==> src/rtl/multicycle_ctrl_if.sv <==
// Memory handshake bundle between the multicycle control FSM and the
// instruction/data memory ports. The controller is the master: it raises
// requests and qualifiers; the memories answer with ready.
interface multicycle_ctrl_if;
  logic imem_req;
  logic imem_ready;
  logic dmem_req;
  logic dmem_ready;
  logic mem_read;
  logic mem_write;

  modport master (
    output imem_req,
    output dmem_req,
    output mem_read,
    output mem_write,
    input  imem_ready,
    input  dmem_ready
  );

  modport slave (
    input  imem_req,
    input  dmem_req,
    input  mem_read,
    input  mem_write,
    output imem_ready,
    output dmem_ready
  );
endinterface

==> src/rtl/multicycle_ctrl.sv <==
// Control FSM for the RV64 multicycle datapath (R-type, I-type ALU, ld, sd, beq).
// Sequence: FETCH -> DECODE -> EXEC -> [MEM] -> [WB] -> FETCH, with a sticky
// TRAP state for unsupported opcodes and data-memory timeouts.
// Optional build macro PERF_CNT_EN adds cycle_cnt/instret_cnt counters.
module multicycle_ctrl #(
  parameter int MEM_TIMEOUT = 16,
  parameter int CNT_W       = 32
) (
  input  logic                 clk,
  input  logic                 rst_n,
  multicycle_ctrl_if.master    mem,
  input  logic                 run,
  input  logic [6:0]           opcode,
  input  logic [2:0]           funct3,
  input  logic                 funct7_5,
  input  logic                 alu_zero,
  output logic                 ir_write,
  output logic                 pc_write,
  output logic                 pc_src,
  output logic                 alu_src,
  output logic [1:0]           alu_op,
  output logic                 reg_write,
  output logic                 mem_to_reg,
  output logic                 illegal,
  output logic                 bus_err,
  output logic [2:0]           state_o
`ifdef PERF_CNT_EN
  ,
  output logic [CNT_W-1:0]     cycle_cnt,
  output logic [CNT_W-1:0]     instret_cnt
`endif
);

  localparam logic [2:0] S_FETCH  = 3'd0;
  localparam logic [2:0] S_DECODE = 3'd1;
  localparam logic [2:0] S_EXEC   = 3'd2;
  localparam logic [2:0] S_MEM    = 3'd3;
  localparam logic [2:0] S_WB     = 3'd4;
  localparam logic [2:0] S_TRAP   = 3'd5;

  localparam logic [6:0] OP_R   = 7'b0110011;
  localparam logic [6:0] OP_I   = 7'b0010011;
  localparam logic [6:0] OP_LD  = 7'b0000011;
  localparam logic [6:0] OP_SD  = 7'b0100011;
  localparam logic [6:0] OP_BEQ = 7'b1100011;

  localparam logic [7:0] TIMEOUT = 8'(MEM_TIMEOUT);

  // funct fields are decoded by the ALU control, not here; CNT_W only
  // matters when the counters are built.
  localparam int unused_cnt_w = CNT_W;
  logic unused_funct;
  assign unused_funct = ^{funct3, funct7_5};

  logic [2:0] state_q, state_d;
  logic [7:0] wait_q, wait_d;
  logic       illegal_q, illegal_d;
  logic       bus_err_q, bus_err_d;
  logic       retire_c;

  logic imem_req_c, dmem_req_c, mem_read_c, mem_write_c;
  logic ir_write_c, pc_write_c, pc_src_c, alu_src_c;
  logic [1:0] alu_op_c;
  logic reg_write_c, mem_to_reg_c;

  // Next-state and control decode; anything not set in a state stays 0.
  always_comb begin
    state_d      = state_q;
    wait_d       = wait_q;
    illegal_d    = illegal_q;
    bus_err_d    = bus_err_q;
    retire_c     = 1'b0;
    imem_req_c   = 1'b0;
    dmem_req_c   = 1'b0;
    mem_read_c   = 1'b0;
    mem_write_c  = 1'b0;
    ir_write_c   = 1'b0;
    pc_write_c   = 1'b0;
    pc_src_c     = 1'b0;
    alu_src_c    = 1'b0;
    alu_op_c     = 2'b00;
    reg_write_c  = 1'b0;
    mem_to_reg_c = 1'b0;

    case (state_q)
      S_FETCH: begin
        imem_req_c = run;
        if (run && mem.imem_ready) begin
          ir_write_c = 1'b1;
          pc_write_c = 1'b1;
          state_d    = S_DECODE;
        end
      end
      S_DECODE: begin
        if (opcode == OP_R || opcode == OP_I || opcode == OP_LD ||
            opcode == OP_SD || opcode == OP_BEQ) begin
          state_d = S_EXEC;
        end else begin
          illegal_d = 1'b1;
          state_d   = S_TRAP;
        end
      end
      S_EXEC: begin
        case (opcode)
          OP_R: begin
            alu_op_c = 2'b10;
            state_d  = S_WB;
          end
          OP_I: begin
            alu_src_c = 1'b1;
            alu_op_c  = 2'b10;
            state_d   = S_WB;
          end
          OP_LD, OP_SD: begin
            alu_src_c = 1'b1;
            state_d   = S_MEM;
          end
          OP_BEQ: begin
            alu_op_c   = 2'b01;
            pc_write_c = alu_zero;
            pc_src_c   = 1'b1;
            retire_c   = 1'b1;
            state_d    = S_FETCH;
          end
          default: begin
            illegal_d = 1'b1;
            state_d   = S_TRAP;
          end
        endcase
      end
      S_MEM: begin
        dmem_req_c  = 1'b1;
        mem_read_c  = (opcode == OP_LD);
        mem_write_c = (opcode == OP_SD);
        if (mem.dmem_ready) begin
          wait_d   = 8'd0;
          retire_c = (opcode == OP_SD);
          state_d  = (opcode == OP_LD) ? S_WB : S_FETCH;
        end else if (wait_q + 8'd1 == TIMEOUT) begin
          wait_d    = 8'd0;
          bus_err_d = 1'b1;
          state_d   = S_TRAP;
        end else begin
          wait_d = wait_q + 8'd1;
        end
      end
      S_WB: begin
        reg_write_c  = 1'b1;
        mem_to_reg_c = (opcode == OP_LD);
        retire_c     = 1'b1;
        state_d      = S_FETCH;
      end
      S_TRAP: begin
        state_d = S_TRAP;
      end
      default: begin
        state_d = S_FETCH;
      end
    endcase
  end

  // State, memory wait counter and sticky fault flags.
  always_ff @(posedge clk or negedge rst_n) begin
    if (!rst_n) begin
      state_q   <= S_FETCH;
      wait_q    <= 8'd0;
      illegal_q <= 1'b0;
      bus_err_q <= 1'b0;
    end else begin
      state_q   <= state_d;
      wait_q    <= wait_d;
      illegal_q <= illegal_d;
      bus_err_q <= bus_err_d;
    end
  end

`ifdef PERF_CNT_EN
  logic [CNT_W-1:0] cycle_cnt_q, instret_cnt_q;

  // Free-running cycle count (frozen in TRAP) and retired-instruction count.
  always_ff @(posedge clk or negedge rst_n) begin
    if (!rst_n) begin
      cycle_cnt_q   <= '0;
      instret_cnt_q <= '0;
    end else begin
      if (state_q != S_TRAP) cycle_cnt_q <= cycle_cnt_q + 1'b1;
      if (retire_c)          instret_cnt_q <= instret_cnt_q + 1'b1;
    end
  end

  assign cycle_cnt   = cycle_cnt_q;
  assign instret_cnt = instret_cnt_q;
`else
  logic unused_retire;
  assign unused_retire = retire_c;
`endif

  // FETCH outputs are Mealy on run/imem_ready, so gating with rst_n keeps
  // every output quiet while reset is held.
  assign mem.imem_req  = rst_n & imem_req_c;
  assign mem.dmem_req  = rst_n & dmem_req_c;
  assign mem.mem_read  = rst_n & mem_read_c;
  assign mem.mem_write = rst_n & mem_write_c;
  assign ir_write      = rst_n & ir_write_c;
  assign pc_write      = rst_n & pc_write_c;
  assign pc_src        = rst_n & pc_src_c;
  assign alu_src       = rst_n & alu_src_c;
  assign alu_op        = rst_n ? alu_op_c : 2'b00;
  assign reg_write     = rst_n & reg_write_c;
  assign mem_to_reg    = rst_n & mem_to_reg_c;
  assign illegal       = illegal_q;
  assign bus_err       = bus_err_q;
  assign state_o       = state_q;

endmodule

==> src/flat_wrapper.sv <==
// flat-port wrapper written by rule: the top's interface ports become plain ports
module multicycle_ctrl_flat 
#(
  parameter int MEM_TIMEOUT = 16,
  parameter int CNT_W       = 32
)
  (clk, rst_n, run, opcode, funct3, funct7_5, alu_zero, ir_write, pc_write, pc_src, alu_src, alu_op, reg_write, mem_to_reg, illegal, bus_err, state_o, mem_imem_req, mem_dmem_req, mem_mem_read, mem_mem_write, mem_imem_ready, mem_dmem_ready);
  multicycle_ctrl_if mem_i ();
  input  logic clk;
  input  logic rst_n;
  input  logic run;
  input  logic [6:0] opcode;
  input  logic [2:0] funct3;
  input  logic funct7_5;
  input  logic alu_zero;
  output logic ir_write;
  output logic pc_write;
  output logic pc_src;
  output logic alu_src;
  output logic [1:0] alu_op;
  output logic reg_write;
  output logic mem_to_reg;
  output logic illegal;
  output logic bus_err;
  output logic [2:0] state_o;
  output wire logic [$bits(mem_i.imem_req)-1:0] mem_imem_req;
  output wire logic [$bits(mem_i.dmem_req)-1:0] mem_dmem_req;
  output wire logic [$bits(mem_i.mem_read)-1:0] mem_mem_read;
  output wire logic [$bits(mem_i.mem_write)-1:0] mem_mem_write;
  input wire logic [$bits(mem_i.imem_ready)-1:0] mem_imem_ready;
  input wire logic [$bits(mem_i.dmem_ready)-1:0] mem_dmem_ready;
  assign mem_imem_req = mem_i.imem_req;
  assign mem_dmem_req = mem_i.dmem_req;
  assign mem_mem_read = mem_i.mem_read;
  assign mem_mem_write = mem_i.mem_write;
  assign mem_i.imem_ready = mem_imem_ready;
  assign mem_i.dmem_ready = mem_dmem_ready;
  multicycle_ctrl #(.MEM_TIMEOUT(MEM_TIMEOUT), .CNT_W(CNT_W)) u_core (.clk(clk), .rst_n(rst_n), .mem(mem_i), .run(run), .opcode(opcode), .funct3(funct3), .funct7_5(funct7_5), .alu_zero(alu_zero), .ir_write(ir_write), .pc_write(pc_write), .pc_src(pc_src), .alu_src(alu_src), .alu_op(alu_op), .reg_write(reg_write), .mem_to_reg(mem_to_reg), .illegal(illegal), .bus_err(bus_err), .state_o(state_o));
endmodule
==> config.mk <==
export PLATFORM = sky130hd
export DESIGN_NAME = multicycle_ctrl_flat
export DESIGN_NICKNAME = d
export VERILOG_FILES = /design/src/rtl/multicycle_ctrl_if.sv /design/src/rtl/multicycle_ctrl.sv /design/src/flat_wrapper.sv
export SDC_FILE = /design/constraint.sdc
export NUM_CORES = 1
export LEC_CHECK = 0
export BUFFER_PORTS_ARGS = -buffer_cell sky130_fd_sc_hd__buf_4
export CAP_MARGIN = 30
export CELL_PAD_IN_SITES_DETAIL_PLACEMENT = 1
export CELL_PAD_IN_SITES_GLOBAL_PLACEMENT = 2
export CORE_MARGIN = 2
export CORE_UTILIZATION = 28
export DETAILED_ROUTE_END_ITERATION = 12
export PLACE_DENSITY = 0.79
export SLEW_MARGIN = 40
export SYNTH_ARGS = -nofsm -noshare
export SYNTH_HDL_FRONTEND = slang
export SYNTH_SLANG_ARGS = --single-unit
==> constraint.sdc <==
create_clock -name clk -period 2.3 [get_ports clk]
set_input_delay 0.23 -clock clk [delete_from_list [all_inputs] [get_ports clk]]
set_output_delay 0.23 -clock clk [all_outputs]
set_load 0.01 [all_outputs]
After elaboration in Yosys (flattened, before gate mapping). Cells that the tools add are included.

Divide/modulo/power cells: 0. Multiply operators: 0. Eq/ne operators: 15. Bitwise gates (word level): 11. Add/subtract/negate cells: 1. $lt $le $gt $ge: 0. Muxes and demuxes: 29. Reductions and logical operators: 14. Shifts and indexed selects: 0.

Operators by type and width (number): $mux W8 (2); $mux W1 (15); $mux W3 (5); $pmux W3 S5 (1); $eq A7 B6 Y1 const B (2); $and A1 B1 Y1 (10); $pmux W3 S3 (1); $add A8 B1 Y8 const B (1); $eq A8 B5 Y1 const B (1); $eq A7 B2 Y1 const B (1); $eq A7 B5 Y1 const B (1); $eq A7 B7 Y1 const B (1); $eq A3 B2 Y1 const B (2); $eq A3 B3 Y1 const B (2); $reduce_and A3 Y1 (2); $reduce_or A5 Y1 (1); $logic_or A1 B1 Y1 (4); $mux W2 (2); $ne A2 B2 Y1 const B (2); $pmux W1 S2 (2); $pmux W2 S2 (1); $reduce_or A2 Y1 (2); $eq A3 B1 Y1 const B (1); $logic_not A3 Y1 (1); other kinds (7) (7).

Word-level logic and storage cells: 74. Memories kept: 0. Input port bits: 17. Bits in registers: 13. Bits in writable memories: 0. Memory bits (read-only): 0. Output and inout port bits: 17. Latch bits: 0.

Logic depth before layout (Yosys ltp).
Depth in word-level cells: 7. Gate-level depth with buffers: 5. Depth with buffers taken out: 5.

Worst setup path before layout. No wires, ideal clock.

Kind: reg-to-output. From: register u_core.state_q[0] (netlist: u_core.state_o[0]). To: output alu_op[1]. Path buffers: 2. Setup slack: 0.510 ns. Arrival: 1.560 ns. Stages on the path, launching flop included: 6. Path through: dfrtp_1 > buf_6 > or3b_1 > buf_2 > or3_4 > nor2_1.

Cells in the longest elaborated chain, start to end: 3.

Ends and longest elaborated chain: start: declaration (line multicycle_ctrl.sv:55) `logic [2:0] state_q, state_d;`; start signal: assignment (line multicycle_ctrl.sv:170) `state_q <= state_d;`; $eq A3 B2 Y1 (line multicycle_ctrl.sv:85) `case (state_q)`; $mux W2 (line multicycle_ctrl.sv:85); $mux W2 (line multicycle_ctrl.sv:208) `assign alu_op = rst_n ? alu_op_c : 2'b00;`; end: declaration (line flat_wrapper.sv:20) `output logic [1:0] alu_op;`.

Every way passes these cells.

Worst setup path after layout.
From: input rst_n. To: output alu_op[1].

Cells in the longest elaborated chain, start to end: 1.

Ends and longest elaborated chain: start: declaration (line flat_wrapper.sv:10) `input logic rst_n;`; $mux W2 (line multicycle_ctrl.sv:208).

Every way passes these cells.

==> qor.yml <==
global_routing:
  grt_pass1_wl_mm: 4.47
  antenna_found_initial: 0
  gr-usage-all-layers_pct: 15.9
  grt_pass1_vias: 963
  grt_start_max_net_pins: 16
  overflow: 0
power_and_ir_drop:
  switchingPower_mw: 0.299
  leakagePower_nw: 0.556
  vdd_drop_max_mv: 0.483
  p_int_mw: 0.483
  combPwrFrac_pct: 36.0
  power_frac_seq_pct: 45.9
  p_per_area_mw_per_mm2: 642
  finalPower_mw: 0.781
  clock_power_share_pct: 18.1
  switching_share_pct: 38.2
sta:
  finalSetupViolations: 0
  max_slew_margin_pct: 71.0
  finalCriticalPeriod_ns: 2.21
  fin_tns_setup_ns: 0
  slew_violations: 0
  hold_ws_ns: 0.308
  fmax_mhz: 452
  grt_setup_unrepaired: "no"
  worst_slew_pin_slew_ns: 0.430
  period_share_pct: 96.2
  finalClockSkew_ns: 0.00817
  hold_violations: 0
worst_setup_path:
  reg2reg_from: "u_core.state_o[2]"
  cp_data_arrival_time_ns: 1.98
  cp-startpoint: "rst_n"
  cp.buffers_inverters: 3
  required_ns: 2.07
  critPathKind: "in -> out"
  cp_slowest_cell: "dlygate4sd3_1"
  path_cells: "dlygate4sd3_1 > buf_4 > or3b_1 > or3_4 > nor2_1 > buf_4"
  critical-path-max-stage-delay_ns: 0.52
  worstPathMaxFanout: 6
  path_delay_family: "simple AND/OR/NAND/NOR gates"
  cp_common_cell: "buf_4"
  worst_setup_path_start_kind: "primary input"
  end_kind: "output port"
finish:
  drive_gt1_share_pct: 28.5
  fin_nets: 163
  antenna_cells: 0
  seq_area_sq_um: 325
  design_area_sq_mm: 0.00122
  final_cells: 188
  fill_cells: 394
  area_delta_synth_final_pct: 32.7
  multi_input_area_sq_um: 534
routing:
  drt_pre_antenna_iters: 2
  wl_per_cell_um: 14.5
  num_vias: 961
  wirelength_mm: 2.72
  ant_nets: 0
  drc: 0
  viasPerCell: 5.11
  first_iter_violations: 23
yosys:
  synth_edf_count: 0
  ys_seq_area_share_pct: 35.5
  syn-num-nets: 130
  synth_flop_cell: "dfrtp_1"
  synth_largest_area_cell: "dfrtp_1"
  syn_area_sq_um: 917
  synthTopCellsByCount: "o21ai_0, dfrtp_1, nor2_1"
  synthTopCellsByArea: "dfrtp_1, o21ai_0, nor2_1, nand2_1, a21oi_1"
  ys_ff_latch: 13
  async_reset_ff_share_pct: 100
  synth.distinct_cells: 42
  synth_top_cell_area_share_pct: 35.5
  yosysWarnings: 0
  avgSynthCellArea_sq_um: 8.19
  synth.most_common_cell: "o21ai_0"
  synth_cells: 112
hold_path:
  hp-start: "opcode[3]"
  hold_class: "in -> reg"
placed_design:
  portBuffers: 29
  hpwl_mm: 2.17
  place_congestion: 0.747
  dp_cells: 183
  place_area_sq_mm: 0.00118
floorplanning:
  start_util_pct: 29.8
  io_pins: 34
  rows: 20
  die-width_um: 61.2
  core-area_sq_mm: 0.00308
  die-area_sq_mm: 0.00375
  die_h_um: 61.2
cts:
  cts_root_buf: "clkbuf_4"
  hold_buffers: 1
  cts_tree: "built"
  clock_latency_ns: 0.28
  cts_resized: 0
  clock_path_buffers: 2
  cts_buffers: 3
  clk_transition_reported_paths_ns: 0.07
  htree_levels: 1
  cts_sinks: 13
  cts_setup_buffers: 0
flow_run:
  cap_viol_max_count: 0
status:
  outcome: "finished clean"
-- final timing paths --
kind	endpoint	slack, ns	cells after the start
setup / recovery	alu_op[1]	0.09	6
setup reg to reg	u_core.wait_q[4]	0.65	5
min in group asynchronous	u_core.wait_q[6]	0.43	3
hold / removal	u_core.state_o[1]	0.31	3
hold reg to reg	u_core.illegal	0.46	1
max in group asynchronous	u_core.bus_err	1.69	3
-- routing by layer --
metal / share of wire [%] / wire length [um] / vias to the layer above / global-route usage [%]
met5: 0 / 0 / - / 0
met4: 1.6 / 44 / 0 / 4.04
met3: 3.3 / 91 / 4 / 3.99
met2: 49 / 1340 / 16 / 25.5
met1: 46 / 1250 / 471 / 21.3
li1: - / - / 470 / -
-- registers in the layout, summed over array words and instances (netlist names) --
register	count
u_core.wait_q	8
u_core.state_o	3
u_core.bus_err	1
u_core.illegal	1
-- cells by family after synthesis --
logic type      Yosys count  share of synthesized area (%)
flops                    13                           35.5
fa+ha+maj                 1                           1.36
mux                       2                           2.46
simple gates             49                           30.8
compound gates           34                           22.6
buf+inv                  12                           6.28
xor+xnor                  1                          0.955
-- cell usage in the layout (no fill, tap or decap), types with 2 or more instances in the layout --
| cell type | instances |
|---|---|
| mux2_2 | 2 |
| nor3_1 | 2 |
| nor2_1 | 10 |
| o21a_1 | 2 |
| inv_1 | 7 |
| nand3_1 | 3 |
| nand4_1 | 3 |
| buf_4 | 32 |
| o21ai_0 | 14 |
| or3_1 | 2 |
| nand2_1 | 9 |
| and3_1 | 3 |
| nor3b_1 | 2 |
| a21oi_1 | 6 |
| and2_1 | 2 |
| a31oi_1 | 2 |
| clkbuf_4 | 3 |
| a21o_1 | 2 |
| dfrtp_1 | 13 |
| nor2b_1 | 2 |
| nor4_1 | 2 |
-- area by class of cell --
class	instances	area share, %
Inverter	7	2.16
Multi-Input combinational cell	87	43.9
Timing Repair Buffer	33	20.6
Clock buffer	4	2.16
Tap cell	44	4.52
Sequential cell	13	26.7
-- power by group through the flow --
stage                     Clock, mW  Sequential, mW  Combinational (mW)
after floorplan                   0           0.334               0.200
after detailed placement          0           0.361               0.281
after global routing          0.159           0.374               0.314
after global placement            0           0.356               0.267
final                         0.141           0.359               0.281
after CTS                     0.145           0.356               0.284
-- per-stage QoR --
stage / utilization (%) / setup slack (ns)
floorplan: - / 0.510
global placement: 38.4 / 0.478
detailed placement: 38.4 / 0.454
CTS: 39.6 / 0.0902
global route: 39.6 / 0.0477
finish: 39.6 / 0.0883
-- worst reg2reg max path, cell delays in order, from the launching register on --
cell and delay (ns):
dfrtp_1 0.48, nand3b_1 0.34, buf_4 0.25, nor4_1 0.23, o21ai_0 0.16, o211ai_1 0.11
(Power assumes the default switching activity.)
